--- config.mk ---
export PLATFORM = sky130hd
export DESIGN_NAME = wb_mailbox_bridge_flat
export DESIGN_NICKNAME = d
export VERILOG_FILES = /design/src/rtl/wb_mailbox_bridge_if.sv /design/src/rtl/wb_mailbox_bridge.sv /design/src/flat_wrapper.sv
export SDC_FILE = /design/constraint.sdc
export NUM_CORES = 1
export LEC_CHECK = 0
export CAP_MARGIN = 20
export CORE_ASPECT_RATIO = 1.25
export CORE_MARGIN = 3
export CORE_UTILIZATION = 30
export DETAILED_ROUTE_END_ITERATION = 8
export PLACE_DENSITY = 0.51
export SKIP_LAST_GASP = 1
export SLEW_MARGIN = 25
export SYNTH_ARGS = -nofsm -noshare
export SYNTH_HDL_FRONTEND = slang
export SYNTH_SLANG_ARGS = --single-unit
--- constraint.sdc ---
create_clock -name wb_clk_i -period 7.95 [get_ports wb_clk_i]
set_input_delay 1.9875 -clock wb_clk_i [delete_from_list [all_inputs] [get_ports wb_clk_i]]
set_output_delay 1.9875 -clock wb_clk_i [all_outputs]
set_load 0.02 [all_outputs]
--- src/rtl/wb_mailbox_bridge_if.sv ---
// Bus bundle for wb_mailbox_bridge: mgmt and cpu Wishbone slave ports
// plus both interrupt lines. slave = bridge side, master = bus side.
interface wb_mailbox_bridge_if;
   logic        wbs_cyc_i;
   logic        wbs_stb_i;
   logic        wbs_we_i;
   logic [3:0]  wbs_sel_i;
   logic [31:0] wbs_adr_i;
   logic [31:0] wbs_dat_i;
   logic        wbs_ack_o;
   logic [31:0] wbs_dat_o;
   logic        cpu_wb_cyc_i;
   logic        cpu_wb_stb_i;
   logic        cpu_wb_we_i;
   logic [3:0]  cpu_wb_sel_i;
   logic [31:0] cpu_wb_adr_i;
   logic [31:0] cpu_wb_dat_i;
   logic        cpu_wb_ack_o;
   logic [31:0] cpu_wb_dat_o;
   logic        mgmt_irq_o;
   logic        cpu_irq_o;

   modport slave (
      input  wbs_cyc_i, wbs_stb_i, wbs_we_i, wbs_sel_i,
      input  wbs_adr_i, wbs_dat_i,
      output wbs_ack_o, wbs_dat_o,
      input  cpu_wb_cyc_i, cpu_wb_stb_i, cpu_wb_we_i,
      input  cpu_wb_sel_i, cpu_wb_adr_i, cpu_wb_dat_i,
      output cpu_wb_ack_o, cpu_wb_dat_o,
      output mgmt_irq_o, cpu_irq_o
   );

   modport master (
      output wbs_cyc_i, wbs_stb_i, wbs_we_i, wbs_sel_i,
      output wbs_adr_i, wbs_dat_i,
      input  wbs_ack_o, wbs_dat_o,
      output cpu_wb_cyc_i, cpu_wb_stb_i, cpu_wb_we_i,
      output cpu_wb_sel_i, cpu_wb_adr_i, cpu_wb_dat_i,
      input  cpu_wb_ack_o, cpu_wb_dat_o,
      input  mgmt_irq_o, cpu_irq_o
   );
endinterface

--- src/rtl/wb_mailbox_bridge.sv ---
// Bidirectional Wishbone mailbox: mgmt (Caravel) <-> cpu (NEORV32).
// Ports: wb_clk_i, wb_rst_i (async, high), bus (slave modport).

module wb_mailbox_fifo #(
   parameter  int DEPTH = 4,
   localparam int AW    = $clog2(DEPTH),
   localparam int LW    = AW + 1
) (
   input  logic          clk_i,
   input  logic          rst_i,
   input  logic          push_i,
   input  logic [31:0]   data_i,
   input  logic          pop_i,
   output logic [31:0]   data_o,
   output logic          full_o,
   output logic          empty_o,
   output logic [LW-1:0] level_o,
   output logic          ovf_o,
   output logic          unf_o
);
   logic [31:0]   mem_q [DEPTH];
   logic [AW-1:0] wp_q, wp_d, rp_q, rp_d;
   logic [LW-1:0] lvl_q, lvl_d;
   logic          push_ok, pop_ok;

   assign full_o  = (lvl_q == LW'(DEPTH));
   assign empty_o = (lvl_q == '0);
   assign level_o = lvl_q;
   // Decisions use start-of-cycle level: a full FIFO drops a push
   // even when the other side pops in the same cycle.
   assign push_ok = push_i & ~full_o;
   assign pop_ok  = pop_i & ~empty_o;
   assign ovf_o   = push_i & full_o;
   assign unf_o   = pop_i & empty_o;
   assign data_o  = empty_o ? '0 : mem_q[rp_q];

   always_comb begin
      wp_d  = wp_q + AW'(push_ok);
      rp_d  = rp_q + AW'(pop_ok);
      lvl_d = lvl_q + LW'(push_ok) - LW'(pop_ok);
   end

   always_ff @(posedge clk_i or posedge rst_i) begin
      if (rst_i) begin
         wp_q  <= '0;
         rp_q  <= '0;
         lvl_q <= '0;
      end else begin
         wp_q  <= wp_d;
         rp_q  <= rp_d;
         lvl_q <= lvl_d;
      end
   end

   always_ff @(posedge clk_i) begin
      if (push_ok) mem_q[wp_q] <= data_i;
   end
endmodule

module wb_mailbox_bridge #(
   parameter int          DEPTH     = 4,
   parameter logic [31:0] BASE_ADDR = 32'h3000_0000
) (
   input logic                 wb_clk_i,
   input logic                 wb_rst_i,
   wb_mailbox_bridge_if.slave  bus
);
   localparam int LW = $clog2(DEPTH) + 1;

   function automatic logic [31:0] status(
      input logic rxe, rxf, txe, txf, ovf, unf,
      input logic [LW-1:0] rxl, txl
   );
      logic [31:0] s;
      s        = '0;
      s[0]     = rxe;
      s[1]     = rxf;
      s[2]     = txe;
      s[3]     = txf;
      s[4]     = ovf;
      s[5]     = unf;
      s[12:8]  = 5'(rxl);
      s[20:16] = 5'(txl);
      return s;
   endfunction

   // Latched request per port; the access completes in the ack cycle.
   logic        m_ack_q, m_ack_d, m_we_q;
   logic [1:0]  m_off_q;
   logic [31:0] m_wd_q, m_rdata;
   logic        c_ack_q, c_ack_d, c_we_q;
   logic [1:0]  c_off_q;
   logic [31:0] c_wd_q, c_rdata;

   logic m_ovf_q, m_ovf_d, m_unf_q, m_unf_d, m_en_q, m_en_d;
   logic c_ovf_q, c_ovf_d, c_unf_q, c_unf_d, c_en_q, c_en_d;
   logic m_irq_q, m_irq_d, c_irq_q, c_irq_d;

   logic m_hit, m_wr, m_rd, c_wr, c_rd;
   logic m_push, m_pop, c_push, c_pop, m_sclr, c_sclr;

   // m2c: written by mgmt, read by cpu. c2m: the reverse.
   logic [31:0]   m2c_data, c2m_data;
   logic          m2c_full, m2c_empty, m2c_ovf, m2c_unf;
   logic          c2m_full, c2m_empty, c2m_ovf, c2m_unf;
   logic [LW-1:0] m2c_lvl, c2m_lvl;

   logic unused_ok;
   assign unused_ok = ^{bus.wbs_sel_i, bus.cpu_wb_sel_i,
                        bus.wbs_adr_i[1:0], bus.cpu_wb_adr_i[31:4],
                        bus.cpu_wb_adr_i[1:0]};

   assign m_hit   = (bus.wbs_adr_i[31:4] == BASE_ADDR[31:4]);
   assign m_ack_d = bus.wbs_cyc_i & bus.wbs_stb_i & ~m_ack_q & m_hit;
   assign c_ack_d = bus.cpu_wb_cyc_i & bus.cpu_wb_stb_i & ~c_ack_q;

   assign m_wr   = m_ack_q & m_we_q;
   assign m_rd   = m_ack_q & ~m_we_q;
   assign c_wr   = c_ack_q & c_we_q;
   assign c_rd   = c_ack_q & ~c_we_q;
   assign m_push = m_wr & (m_off_q == 2'd0);
   assign m_pop  = m_rd & (m_off_q == 2'd0);
   assign c_push = c_wr & (c_off_q == 2'd0);
   assign c_pop  = c_rd & (c_off_q == 2'd0);
   assign m_sclr = m_wr & (m_off_q == 2'd1);
   assign c_sclr = c_wr & (c_off_q == 2'd1);

   wb_mailbox_fifo #(.DEPTH(DEPTH)) u_m2c (
      .clk_i   (wb_clk_i),
      .rst_i   (wb_rst_i),
      .push_i  (m_push),
      .data_i  (m_wd_q),
      .pop_i   (c_pop),
      .data_o  (m2c_data),
      .full_o  (m2c_full),
      .empty_o (m2c_empty),
      .level_o (m2c_lvl),
      .ovf_o   (m2c_ovf),
      .unf_o   (m2c_unf)
   );

   wb_mailbox_fifo #(.DEPTH(DEPTH)) u_c2m (
      .clk_i   (wb_clk_i),
      .rst_i   (wb_rst_i),
      .push_i  (c_push),
      .data_i  (c_wd_q),
      .pop_i   (m_pop),
      .data_o  (c2m_data),
      .full_o  (c2m_full),
      .empty_o (c2m_empty),
      .level_o (c2m_lvl),
      .ovf_o   (c2m_ovf),
      .unf_o   (c2m_unf)
   );

   // Sticky flags: a same-cycle event wins over a clear.
   always_comb begin
      m_ovf_d = m2c_ovf | (m_ovf_q & ~(m_sclr & m_wd_q[4]));
      m_unf_d = c2m_unf | (m_unf_q & ~(m_sclr & m_wd_q[5]));
      c_ovf_d = c2m_ovf | (c_ovf_q & ~(c_sclr & c_wd_q[4]));
      c_unf_d = m2c_unf | (c_unf_q & ~(c_sclr & c_wd_q[5]));
      m_en_d  = m_en_q;
      c_en_d  = c_en_q;
      if (m_wr && m_off_q == 2'd2) m_en_d = m_wd_q[0];
      if (c_wr && c_off_q == 2'd2) c_en_d = c_wd_q[0];
      m_irq_d = m_en_q & ~c2m_empty;
      c_irq_d = c_en_q & ~m2c_empty;
   end

   always_comb begin
      m_rdata = '0;
      unique case (m_off_q)
         2'd0:    m_rdata = c2m_data;
         2'd1:    m_rdata = status(c2m_empty, c2m_full,
                                   m2c_empty, m2c_full,
                                   m_ovf_q, m_unf_q,
                                   c2m_lvl, m2c_lvl);
         2'd2:    m_rdata = {31'b0, m_en_q};
         default: m_rdata = '0;
      endcase
   end

   always_comb begin
      c_rdata = '0;
      unique case (c_off_q)
         2'd0:    c_rdata = m2c_data;
         2'd1:    c_rdata = status(m2c_empty, m2c_full,
                                   c2m_empty, c2m_full,
                                   c_ovf_q, c_unf_q,
                                   m2c_lvl, c2m_lvl);
         2'd2:    c_rdata = {31'b0, c_en_q};
         default: c_rdata = '0;
      endcase
   end

   always_ff @(posedge wb_clk_i or posedge wb_rst_i) begin
      if (wb_rst_i) begin
         m_ack_q <= 1'b0;
         m_we_q  <= 1'b0;
         m_off_q <= '0;
         m_wd_q  <= '0;
         c_ack_q <= 1'b0;
         c_we_q  <= 1'b0;
         c_off_q <= '0;
         c_wd_q  <= '0;
         m_ovf_q <= 1'b0;
         m_unf_q <= 1'b0;
         m_en_q  <= 1'b0;
         c_ovf_q <= 1'b0;
         c_unf_q <= 1'b0;
         c_en_q  <= 1'b0;
         m_irq_q <= 1'b0;
         c_irq_q <= 1'b0;
      end else begin
         m_ack_q <= m_ack_d;
         c_ack_q <= c_ack_d;
         if (m_ack_d) begin
            m_we_q  <= bus.wbs_we_i;
            m_off_q <= bus.wbs_adr_i[3:2];
            m_wd_q  <= bus.wbs_dat_i;
         end
         if (c_ack_d) begin
            c_we_q  <= bus.cpu_wb_we_i;
            c_off_q <= bus.cpu_wb_adr_i[3:2];
            c_wd_q  <= bus.cpu_wb_dat_i;
         end
         m_ovf_q <= m_ovf_d;
         m_unf_q <= m_unf_d;
         m_en_q  <= m_en_d;
         c_ovf_q <= c_ovf_d;
         c_unf_q <= c_unf_d;
         c_en_q  <= c_en_d;
         m_irq_q <= m_irq_d;
         c_irq_q <= c_irq_d;
      end
   end

   assign bus.wbs_ack_o    = m_ack_q;
   assign bus.cpu_wb_ack_o = c_ack_q;
   assign bus.wbs_dat_o    = m_rd ? m_rdata : '0;
   assign bus.cpu_wb_dat_o = c_rd ? c_rdata : '0;
   assign bus.mgmt_irq_o   = m_irq_q;
   assign bus.cpu_irq_o    = c_irq_q;
endmodule

--- src/flat_wrapper.sv ---
// flat-port wrapper written by rule: the top's interface ports become plain ports
module wb_mailbox_bridge_flat 
#(
   parameter int          DEPTH     = 4,
   parameter logic [31:0] BASE_ADDR = 32'h3000_0000
)
  (wb_clk_i, wb_rst_i, bus_wbs_cyc_i, bus_wbs_stb_i, bus_wbs_we_i, bus_wbs_sel_i, bus_wbs_adr_i, bus_wbs_dat_i, bus_wbs_ack_o, bus_wbs_dat_o, bus_cpu_wb_cyc_i, bus_cpu_wb_stb_i, bus_cpu_wb_we_i, bus_cpu_wb_sel_i, bus_cpu_wb_adr_i, bus_cpu_wb_dat_i, bus_cpu_wb_ack_o, bus_cpu_wb_dat_o, bus_mgmt_irq_o, bus_cpu_irq_o);
  wb_mailbox_bridge_if bus_i ();
  input logic wb_clk_i;
  input logic wb_rst_i;
  input wire logic [$bits(bus_i.wbs_cyc_i)-1:0] bus_wbs_cyc_i;
  input wire logic [$bits(bus_i.wbs_stb_i)-1:0] bus_wbs_stb_i;
  input wire logic [$bits(bus_i.wbs_we_i)-1:0] bus_wbs_we_i;
  input wire logic [$bits(bus_i.wbs_sel_i)-1:0] bus_wbs_sel_i;
  input wire logic [$bits(bus_i.wbs_adr_i)-1:0] bus_wbs_adr_i;
  input wire logic [$bits(bus_i.wbs_dat_i)-1:0] bus_wbs_dat_i;
  output wire logic [$bits(bus_i.wbs_ack_o)-1:0] bus_wbs_ack_o;
  output wire logic [$bits(bus_i.wbs_dat_o)-1:0] bus_wbs_dat_o;
  input wire logic [$bits(bus_i.cpu_wb_cyc_i)-1:0] bus_cpu_wb_cyc_i;
  input wire logic [$bits(bus_i.cpu_wb_stb_i)-1:0] bus_cpu_wb_stb_i;
  input wire logic [$bits(bus_i.cpu_wb_we_i)-1:0] bus_cpu_wb_we_i;
  input wire logic [$bits(bus_i.cpu_wb_sel_i)-1:0] bus_cpu_wb_sel_i;
  input wire logic [$bits(bus_i.cpu_wb_adr_i)-1:0] bus_cpu_wb_adr_i;
  input wire logic [$bits(bus_i.cpu_wb_dat_i)-1:0] bus_cpu_wb_dat_i;
  output wire logic [$bits(bus_i.cpu_wb_ack_o)-1:0] bus_cpu_wb_ack_o;
  output wire logic [$bits(bus_i.cpu_wb_dat_o)-1:0] bus_cpu_wb_dat_o;
  output wire logic [$bits(bus_i.mgmt_irq_o)-1:0] bus_mgmt_irq_o;
  output wire logic [$bits(bus_i.cpu_irq_o)-1:0] bus_cpu_irq_o;
  assign bus_i.wbs_cyc_i = bus_wbs_cyc_i;
  assign bus_i.wbs_stb_i = bus_wbs_stb_i;
  assign bus_i.wbs_we_i = bus_wbs_we_i;
  assign bus_i.wbs_sel_i = bus_wbs_sel_i;
  assign bus_i.wbs_adr_i = bus_wbs_adr_i;
  assign bus_i.wbs_dat_i = bus_wbs_dat_i;
  assign bus_wbs_ack_o = bus_i.wbs_ack_o;
  assign bus_wbs_dat_o = bus_i.wbs_dat_o;
  assign bus_i.cpu_wb_cyc_i = bus_cpu_wb_cyc_i;
  assign bus_i.cpu_wb_stb_i = bus_cpu_wb_stb_i;
  assign bus_i.cpu_wb_we_i = bus_cpu_wb_we_i;
  assign bus_i.cpu_wb_sel_i = bus_cpu_wb_sel_i;
  assign bus_i.cpu_wb_adr_i = bus_cpu_wb_adr_i;
  assign bus_i.cpu_wb_dat_i = bus_cpu_wb_dat_i;
  assign bus_cpu_wb_ack_o = bus_i.cpu_wb_ack_o;
  assign bus_cpu_wb_dat_o = bus_i.cpu_wb_dat_o;
  assign bus_mgmt_irq_o = bus_i.mgmt_irq_o;
  assign bus_cpu_irq_o = bus_i.cpu_irq_o;
  wb_mailbox_bridge #(.DEPTH(DEPTH), .BASE_ADDR(BASE_ADDR)) u_core (.wb_clk_i(wb_clk_i), .wb_rst_i(wb_rst_i), .bus(bus_i));
endmodule
Yosys cells after proc, flatten, opt, wreduce, memory -nomap -nowiden
Memories as Yosys holds them, arrays and structs flattened.
Index checks and enable logic that the tools add are counted.
{"block": "totals", "reg_bits": 94, "mem_bits_rw": 256, "output_inout_bits": 68, "mem_count": 2}
{"memory": "u_core.u_c2m.mem_q", "words": 4, "width": 32, "rd": 1, "rd_clocked_by_memory_dff": 0, "wr": 1, "line_no": "wb_mailbox_bridge.sv:21", "text": "logic [31:0] mem_q [DEPTH];"}
{"memory": "u_core.u_m2c.mem_q", "words": 4, "width": 32, "rd": 1, "rd_clocked_by_memory_dff": 0, "wr": 1, "line_no": "wb_mailbox_bridge.sv:21"}
{"block": "op_classes", "add_sub_neg": 8, "n_eq_ne": 7, "mux": 10, "bitwise_logic": 49, "reduce_logical": 6}
{"op": "$pmux 32 s3", "n": 2}
{"op": "$mux 32", "n": 4}
{"op": "$and 1x1->1", "n": 33}
{"op": "$eq 28x26->1 const B", "n": 1}
{"op": "$not 1->1", "n": 12}
{"op": "$add 2x1->2", "n": 4}
{"op": "$add 3x1->3", "n": 2}
{"op": "$eq 3x3->1 const B", "n": 2}
{"op": "$logic_not 3->1", "n": 2}
{"op": "$sub 3x1->3", "n": 2}
{"op": "$eq 2x1->1 const B", "n": 2}
{"op": "$eq 2x2->1 const B", "n": 2}
{"op": "$logic_not 2->1", "n": 2}
{"op": "$mux 1", "n": 4}
{"op": "$or 1x1->1", "n": 4}
{"op": "$logic_and 1x1->1", "n": 2}

Logic depth before layout (Yosys ltp)
Gate-level depths: netlist of the first run.
{"block": "depth", "depth_word": 6, "mapped_depth": 9, "depth_no_buf": 8}

Modules after synthesis
A second synthesis of the first run with hierarchy kept.
{"block": "unflattened", "hier_cells": 824, "hier_area_um2": 14127.3}
{"mod": "wb_mailbox_fifo", "n_inst": 2, "cells_per_inst": 236, "area_each_um2": 5245.0, "seq_area_each_um2": 4018.9}
{"mod": "wb_mailbox_bridge", "n_inst": 1, "cells_per_inst": 352, "area_each_um2": 3637.2, "seq_area_each_um2": 2001.9}

Worst setup path before layout of the first run
No wires, ideal clock.
{"block": "synth_path", "path_kind": "reg2reg", "from": "register u_core.c_ack_q (netlist: u_core.bus.cpu_wb_ack_o)", "to": "memory u_core.u_c2m.mem_q[0][0], enable pin", "setup_ns": 0.468, "arrival_ns": 3.552, "t_required_ns": 7.482, "slack_ns": 3.929, "path_stages_with_launch": 4, "period_less_slack_ns": 4.021, "path_cell_list": "dfrtp_1 > nand3b_1 > nor3_1 > nor3b_1"}
{"block": "synth_via", "elab_chain_cells": 5}
{"item": "start: declaration", "line_no": "wb_mailbox_bridge.sv:91", "text": "logic c_ack_q, c_ack_d, c_we_q;"}
{"item": "start signal: assignment", "line_no": "wb_mailbox_bridge.sv:216", "text": "c_ack_q <= c_ack_d;"}
{"item": "$and 1x1->1", "line_no": "wb_mailbox_bridge.sv:119", "text": "assign c_wr = c_ack_q & c_we_q;"}
{"item": "$and 1x1->1", "line_no": "wb_mailbox_bridge.sv:123", "text": "assign c_push = c_wr & (c_off_q == 2'd0);"}
{"item": "$and 1x1->1", "line_no": "wb_mailbox_bridge.sv:31", "text": "assign push_ok = push_i & ~full_o;"}
{"item": "$mux 1", "line_no": "wb_mailbox_bridge.sv:56", "text": "if (push_ok) mem_q[wp_q] <= data_i;"}
{"item": "$mux 1 (not written as such)", "line_no": "wb_mailbox_bridge.sv:56"}
{"item": "end: declaration", "line_no": "wb_mailbox_bridge.sv:21"}
Every way passes these cells.

Worst setup path in the final report of the first run
{"block": "layout_path", "from": "register u_core.u_m2c.rp_q[0]", "to": "output port bus_cpu_wb_dat_o[17]"}
{"block": "layout_via", "elab_chain_cells": 4}
{"item": "start: declaration", "line_no": "wb_mailbox_bridge.sv:22", "text": "logic [AW-1:0] wp_q, wp_d, rp_q, rp_d;"}
{"item": "start signal: assignment", "line_no": "wb_mailbox_bridge.sv:50", "text": "rp_q <= rp_d;"}
{"item": "$mem_v2 4x32"}
{"item": "$mux 32", "line_no": "wb_mailbox_bridge.sv:35", "text": "assign data_o = empty_o ? '0 : mem_q[rp_q];"}
{"item": "$pmux 32 s3", "line_no": "wb_mailbox_bridge.sv:185", "text": "unique case (c_off_q)"}
{"item": "$mux 32", "line_no": "wb_mailbox_bridge.sv:241", "text": "assign bus.cpu_wb_dat_o = c_rd ? c_rdata : '0;"}
{"item": "end: declaration", "line_no": "flat_wrapper.sv:26", "text": "output wire logic [$bits(bus_i.cpu_wb_dat_o)-1:0] bus_cpu_wb_dat_o;"}
Every way passes these cells.

==> flow_summary.json, run 1 <==
{
  "holdCritPathClass": "flop to flop",
  "tritoncts": "done",
  "skew_ps": 15.2,
  "clockRootBuffer": "clkbuf_16",
  "finalNetCount": 1100,
  "routedWlPerCell_um": 20.4,
  "met1Wirelength_um": 13400,
  "worst_slew_pin_slew_ps": 1000,
  "start_util": 0.306,
  "drt_iter0_drc": 274,
  "die_width_um": 196,
  "dieArea_um2": 47900,
  "fin_ws_ps": 2740,
  "remaining_drc_errors": 0,
  "coreArea_um2": 44400,
  "syn_to_final_growth_pct": 26.5,
  "max_freq_mhz": 192,
  "ios": 212,
  "min_period_ps": 5210,
  "synth_edf_count": 256,
  "crit_type": "flop to primary output",
  "worst_ir_drop_vdd_mv": 0.174,
  "wl_met2_um": 15800,
  "hp-start": "u_core.m_wd_q[19]$_DFFE_PP0P_",
  "grt_first_pass_wirelength_um": 48500,
  "ys_types": 36,
  "seq_area_frac_synth": 0.739,
  "maxSlewViolCount": 0,
  "wl_met3_um": 1960,
  "ctsResizeCount": 0,
  "worstReg2RegStart": "u_core.u_c2m.level_o[2]$_DFF_PP0_",
  "die_h_um": 244,
  "r2r_cells": 9,
  "tns_ps": 0,
  "clock_sinks": 350,
  "drive_gt1_frac": 0.188,
  "p_leak_uw": 0.00579,
  "final.period_utilization": 0.655,
  "grt_pass1_vias": 7712,
  "worstSetupEndpoint": "bus_cpu_wb_dat_o[17]",
  "rsz0062_at_grt": "false",
  "ant_nets": 0,
  "hpwl_um": 19500,
  "p_per_area_nw_per_um2": 227,
  "overflow": 0,
  "drt-total-wl_um": 31600,
  "synth-seq-cells": 350,
  "pre_cts_ws_ps": 3180,
  "highest_layer": "met5",
  "worstSkewPairLatency_ps": 530,
  "worstReg2RegEnd": "u_core.u_c2m.level_o[2]$_DFF_PP0_",
  "yosysTopAreaCellShare": 0.566,
  "synth_nets": 911,
  "h-tree-depth": 2,
  "firstDrtPassIters": 4,
  "worst_ep_arrival_time_ps": 3220,
  "setup_viol": 0,
  "track_usage": 0.133,
  "fin_cells": 1553,
  "slew_headroom": 0.328,
  "async_flop_share": 0.269,
  "cts_setup_buffers": 0,
  "critPathMaxFanout": 18,
  "finish.utilization": 0.387,
  "route.detailed.vias_per_inst": 4.64,
  "antenna_found_initial": 4,
  "cts_buffers": 38,
  "startpoint": "u_core.u_m2c.rp_q[0]$_DFF_PP0_",
  "ys.flop_type": "edfxtp_1",
  "cp.required_ps": 5960,
  "ff2ff_setup_slack_ps": 5090,
  "rows": 86,
  "avgSynthCellArea_um2": 17.8,
  "synthTopCellsByArea": "edfxtp_1, dfrtp_1, mux4_2, nand2_1, mux2_2",
  "setup.worst_path.end_class": "primary output",
  "vias": 7200,
  "yosys_warnings": 0,
  "status": "complete, no violations",
  "yosys.area.top_type": "edfxtp_1",
  "start_kind": "flop",
  "netlist_instances": 761,
  "synth_area_um2": 13600,
  "hold_viol": 0,
  "cts_buffer_depth": 3,
  "clk_pin_slew_worst_paths_ps": 60,
  "gp_congestion": 0.676,
  "fill_cells": 4162,
  "dpl.cell_count": 1482,
  "hold_buffers": 0,
  "portBuffers": 171,
  "maxCapViolations": 0,
  "grt_max_degree": 57
}
-- registers in the layout (all words and copies together) (netlist names), 3 cells and up --
| register | count |
|---|---|
| u_core.u_c2m.mem_q | 128 |
| u_core.u_m2c.mem_q | 128 |
| u_core.c_wd_q | 32 |
| u_core.m_wd_q | 32 |
| u_core.u_c2m.level_o | 3 |
| u_core.u_m2c.level_o | 3 |
-- layout make-up --
class / count / area (µm²) / share of cell area
Inverter: 12 / 47.5 / 0.00277
Tap cell: 572 / 716 / 0.0417
Clock buffer: 60 / 1090 / 0.0637
Clock inverter: 10 / 82.6 / 0.00481
Antenna cell: 1 / 2.50 / 0.000146
Timing Repair Buffer: 186 / 1820 / 0.106
Sequential cell: 350 / 10000 / 0.585
Multi-Input combinational cell: 362 / 3370 / 0.196
-- kinds of logic after synthesis --
family / Yosys count / synth area share
buffers and inverters: 49 / 0.0160
AO/OA/AOI/OAI: 40 / 0.0208
AND/OR/NAND/NOR: 203 / 0.0727
adder cells (fa/ha/maj): 6 / 0.00663
multiplexers: 101 / 0.137
flip-flops: 350 / 0.739
XOR/XNOR: 12 / 0.00774
-- worst max-delay path: stages, from the launching register on --
cell and delay [ps]:
dfrtp_2 780, buf_4 470, mux4_2 590, a22o_1 290, clkdlybuf4s50_1 550
-- worst min path at each step --
stage                                                to  cells after the start
floorplan           u_core.u_m2c.mem_q[0][10]$_DFFE_PP_                      0
global placement    u_core.u_m2c.mem_q[3][16]$_DFFE_PP_                      0
detailed placement  u_core.u_m2c.mem_q[1][19]$_DFFE_PP_                      0
CTS                 u_core.u_m2c.mem_q[2][19]$_DFFE_PP_                      0
global route        u_core.u_m2c.mem_q[2][19]$_DFFE_PP_                      0
finish              u_core.u_m2c.mem_q[2][19]$_DFFE_PP_                      0
-- Yosys cell counts, types with 5 or more instances --
| library cell | n |
|---|---|
| a22oi_1 | 6 |
| mux4_2 | 64 |
| nand2_1 | 110 |
| nor3_1 | 7 |
| a22o_1 | 16 |
| and2_1 | 42 |
| nor2_1 | 14 |
| buf_2 | 6 |
| xnor2_1 | 6 |
| nor4_1 | 5 |
| clkbuf_1 | 23 |
| dfrtp_1 | 94 |
| xor2_1 | 6 |
| mux2_2 | 36 |
| o21ai_0 | 10 |
| inv_1 | 12 |
| a21oi_1 | 6 |
| edfxtp_1 | 256 |
-- report_power, final --
group          total (µW)  switching (µW)  internal (µW)
clock network        1640             690            953
registers            2090            62.0           2030
logic                 168            81.4           86.1
-- metal layers --
| layer | vias up | track usage |
|---|---|---|
| li1 | 3273 | - |
| met1 | 3700 | 0.171 |
| met2 | 174 | 0.226 |
| met3 | 47 | 0.0379 |
| met4 | 6 | 0.0289 |
| met5 | - | 0 |
-- per-stage QoR --
step | hold WS (ps) | instance area [µm²] | total power (µW)
after floorplan | 472 | 13600 | 2190
after global placement | 489 | 16000 | 2290
after detailed placement | 503 | 16000 | 2300
after CTS | 506 | 17200 | 3960
after global routing | 519 | 17200 | 4060
final | 501 | 17200 | 3900
-- layout by cell type (no fill, tap or decap), drive strengths merged, types with 4 or more instances in the layout --
master         count
nor3b              4
edfxtp           256
xnor2              6
inv               12
dfrtp             94
a21oi              6
mux2              37
nor2              14
buf               15
and2              42
clkdlybuf4s50    171
nand2b             4
o21ai             10
mux4              64
ha                 4
clkinv             7
nor3               7
xor2               6
a22o              16
a22oi              6
nor4               6
nand2            110
clkbuf            60
No activity file was read; power rests on OpenSTA's default activity.
==> run 2, diff against run 1 <==
- clock period: 7.95 -> 4.9 ns (I/O delays scaled with it)
==> run 2 against run 1 <==
  * Non-clock buffer count grew 6
  * Global-route usage is essentially flat
  * Clock-buffer cell count shrank 7
  * Sequential share of layout area shrank 0.28 points
  * Critical path type unchanged
  * Largest power group unchanged
==> flow_summary.json, run 2 (synthesis results as in run 1) <==
{
  "status": "complete, no violations",
  "worstReg2RegStart": "u_core.u_c2m.level_o[2]$_DFF_PP0_",
  "clk_pin_slew_worst_paths_ps": 60,
  "routedWlPerCell_um": 20.7,
  "r2r_cells": 5,
  "critPathMaxFanout": 31,
  "setup.worst_path.end_class": "primary output",
  "p_leak_uw": 0.00585,
  "p_per_area_nw_per_um2": 368,
  "pwr-share-comb": 0.044,
  "die_h_um": 244,
  "ios": 212,
  "worstSkewPairLatency_ps": 520,
  "overflow": 0,
  "remaining_drc_errors": 0,
  "p_sw_frac": 0.212,
  "worst_ir_drop_vdd_mv": 0.258,
  "clockRootBuffer": "clkbuf_16",
  "start_kind": "flop",
  "max_freq_mhz": 239,
  "drive_gt1_frac": 0.194,
  "final.period_utilization": 0.855,
  "syn_to_final_growth_pct": 27.1,
  "layout_common_cells": "edfxtp_1, clkdlybuf4s50_1, nand2_1",
  "holdCritPathClass": "flop to flop",
  "slew_headroom": 0.329,
  "hold_buffers": 0,
  "track_usage": 0.134,
  "drt_iter0_drc": 308,
  "p_int_uw": 5010,
  "rsz0062_at_grt": "false",
  "tritoncts": "done",
  "critPathMaxStageDelay_ps": 620,
  "min_period_ps": 4190,
  "cts_setup_buffers": 0,
  "cts_buffer_depth": 3,
  "antenna_found_initial": 2,
  "worstSetupEndpoint": "bus_cpu_wb_dat_o[27]",
  "h-tree-depth": 2,
  "pre_cts_ws_ps": 1210,
  "hpwl_um": 20600,
  "crit_type": "flop to primary output",
  "pwr-share-clk": 0.422,
  "skew_ps": 10.8,
  "dieArea_um2": 47900,
  "drt-total-wl_um": 32200,
  "route.detailed.vias_per_inst": 4.58,
  "setup_viol": 0,
  "ff2ff_setup_slack_ps": 2010,
  "diodes": 0,
  "gp_congestion": 0.690,
  "grt_max_degree": 37,
  "fin_ws_ps": 709,
  "rows": 86,
  "fin_cells": 1556,
  "dpl.cell_count": 1488,
  "ant_nets": 0,
  "tns_ps": 0,
  "ctsResizeCount": 0,
  "die_width_um": 196,
  "p_switching_uw": 1350,
  "p_seq_frac": 0.533,
  "hold_viol": 0,
  "reg_top3": "u_core.u_c2m.mem_q: 128 flops, u_core.u_m2c.mem_q: 128 flops",
  "finalNetCount": 1106,
  "coreArea_um2": 44400,
  "clock_sinks": 350,
  "firstDrtPassIters": 4,
  "vias": 7133,
  "portBuffers": 171,
  "layout_commonest_cell": "edfxtp_1",
  "worstReg2RegEnd": "u_core.u_c2m.mem_q[2][19]$_DFFE_PP_",
  "grt_first_pass_wirelength_um": 48500,
  "power_uw": 6350,
  "maxCapViolations": 0,
  "cp.required_ps": 3670,
  "start_util": 0.306,
  "worst_slew_pin_slew_ps": 1010,
  "slowest_stage": "clkdlybuf4s50_1",
  "crit_chain": "or3b_2 > nor3_2 > buf_4 > and2_1 > clkdlybuf4s50_1",
  "cts_buffers": 38,
  "maxSlewViolCount": 0,
  "grt_pass1_vias": 7689,
  "startpoint": "u_core.bus.cpu_wb_ack_o$_DFF_PP0_",
  "worst_ep_arrival_time_ps": 2970
}
[run 2: cell type report]
cell class / instances / area (µm²)
tap: 572 / 716
clock inverter: 15 / 100
inverter: 12 / 47.5
clock buffer: 53 / 1070
multi-input combinational: 362 / 3370
timing repair buffer: 192 / 1920
fill: 4149 / 27200
sequential: 350 / 10000
[run 2: per-stage QoR]
| stage | hold slack, ps | util | cell area, µm² |
|---|---|---|---|
| floorplan | 472 | - | 13600 |
| global placement | 489 | 0.362 | 16100 |
| detailed placement | 504 | 0.362 | 16100 |
| CTS | 516 | 0.388 | 17300 |
| global route | 540 | 0.388 | 17300 |
| finish | 513 | 0.388 | 17300 |
[run 2: power by group through the flow]
stage / sequential, µW / clock [µW] / combinational [µW]
global placement: 3440 / 0 / 287
global route: 3400 / 2900 / 315
CTS: 3390 / 2770 / 290
detailed placement: 3450 / 0 / 289
finish: 3390 / 2680 / 282
floorplan: 3410 / 0 / 137
[run 2: routing by layer]
| metal | global-route usage | wire length, µm | vias up |
|---|---|---|---|
| li1 | - | - | 3284 |
| met1 | 0.171 | 13600 | 3634 |
| met2 | 0.228 | 16100 | 164 |
| met3 | 0.0351 | 1740 | 47 |
| met4 | 0.0325 | 627 | 4 |
| met5 | 0 | 27 | - |
[run 2: worst min-delay path by stage]
stage	startpoint	endpoint	slack, ps	cells past startpoint
floorplan	u_core.m_wd_q[10]$_DFFE_PP0P_	u_core.u_m2c.mem_q[0][10]$_DFFE_PP_	470	0
global placement	u_core.c_wd_q[21]$_DFFE_PP0P_	u_core.u_c2m.mem_q[1][21]$_DFFE_PP_	490	0
detailed placement	u_core.m_wd_q[11]$_DFFE_PP0P_	u_core.u_m2c.mem_q[3][11]$_DFFE_PP_	500	0
CTS	u_core.m_wd_q[11]$_DFFE_PP0P_	u_core.u_m2c.mem_q[3][11]$_DFFE_PP_	520	0
global route	u_core.c_wd_q[26]$_DFFE_PP0P_	u_core.u_c2m.mem_q[2][26]$_DFFE_PP_	540	0
finish	u_core.m_wd_q[11]$_DFFE_PP0P_	u_core.u_m2c.mem_q[3][11]$_DFFE_PP_	510	0
[run 2: worst max-delay path, delay by kind of cell (launching register included)]
kind / cells / cell delay, ps
DFF: 1 / 480
buffers and inverters: 2 / 980
and+or+nand+nor: 3 / 960
==> run 3, diff against run 2 <==
- RECOVER_POWER: unset -> 25
==> results of run 3 <==
No change in the layout: final DEF, timing and power equal those of run 2.
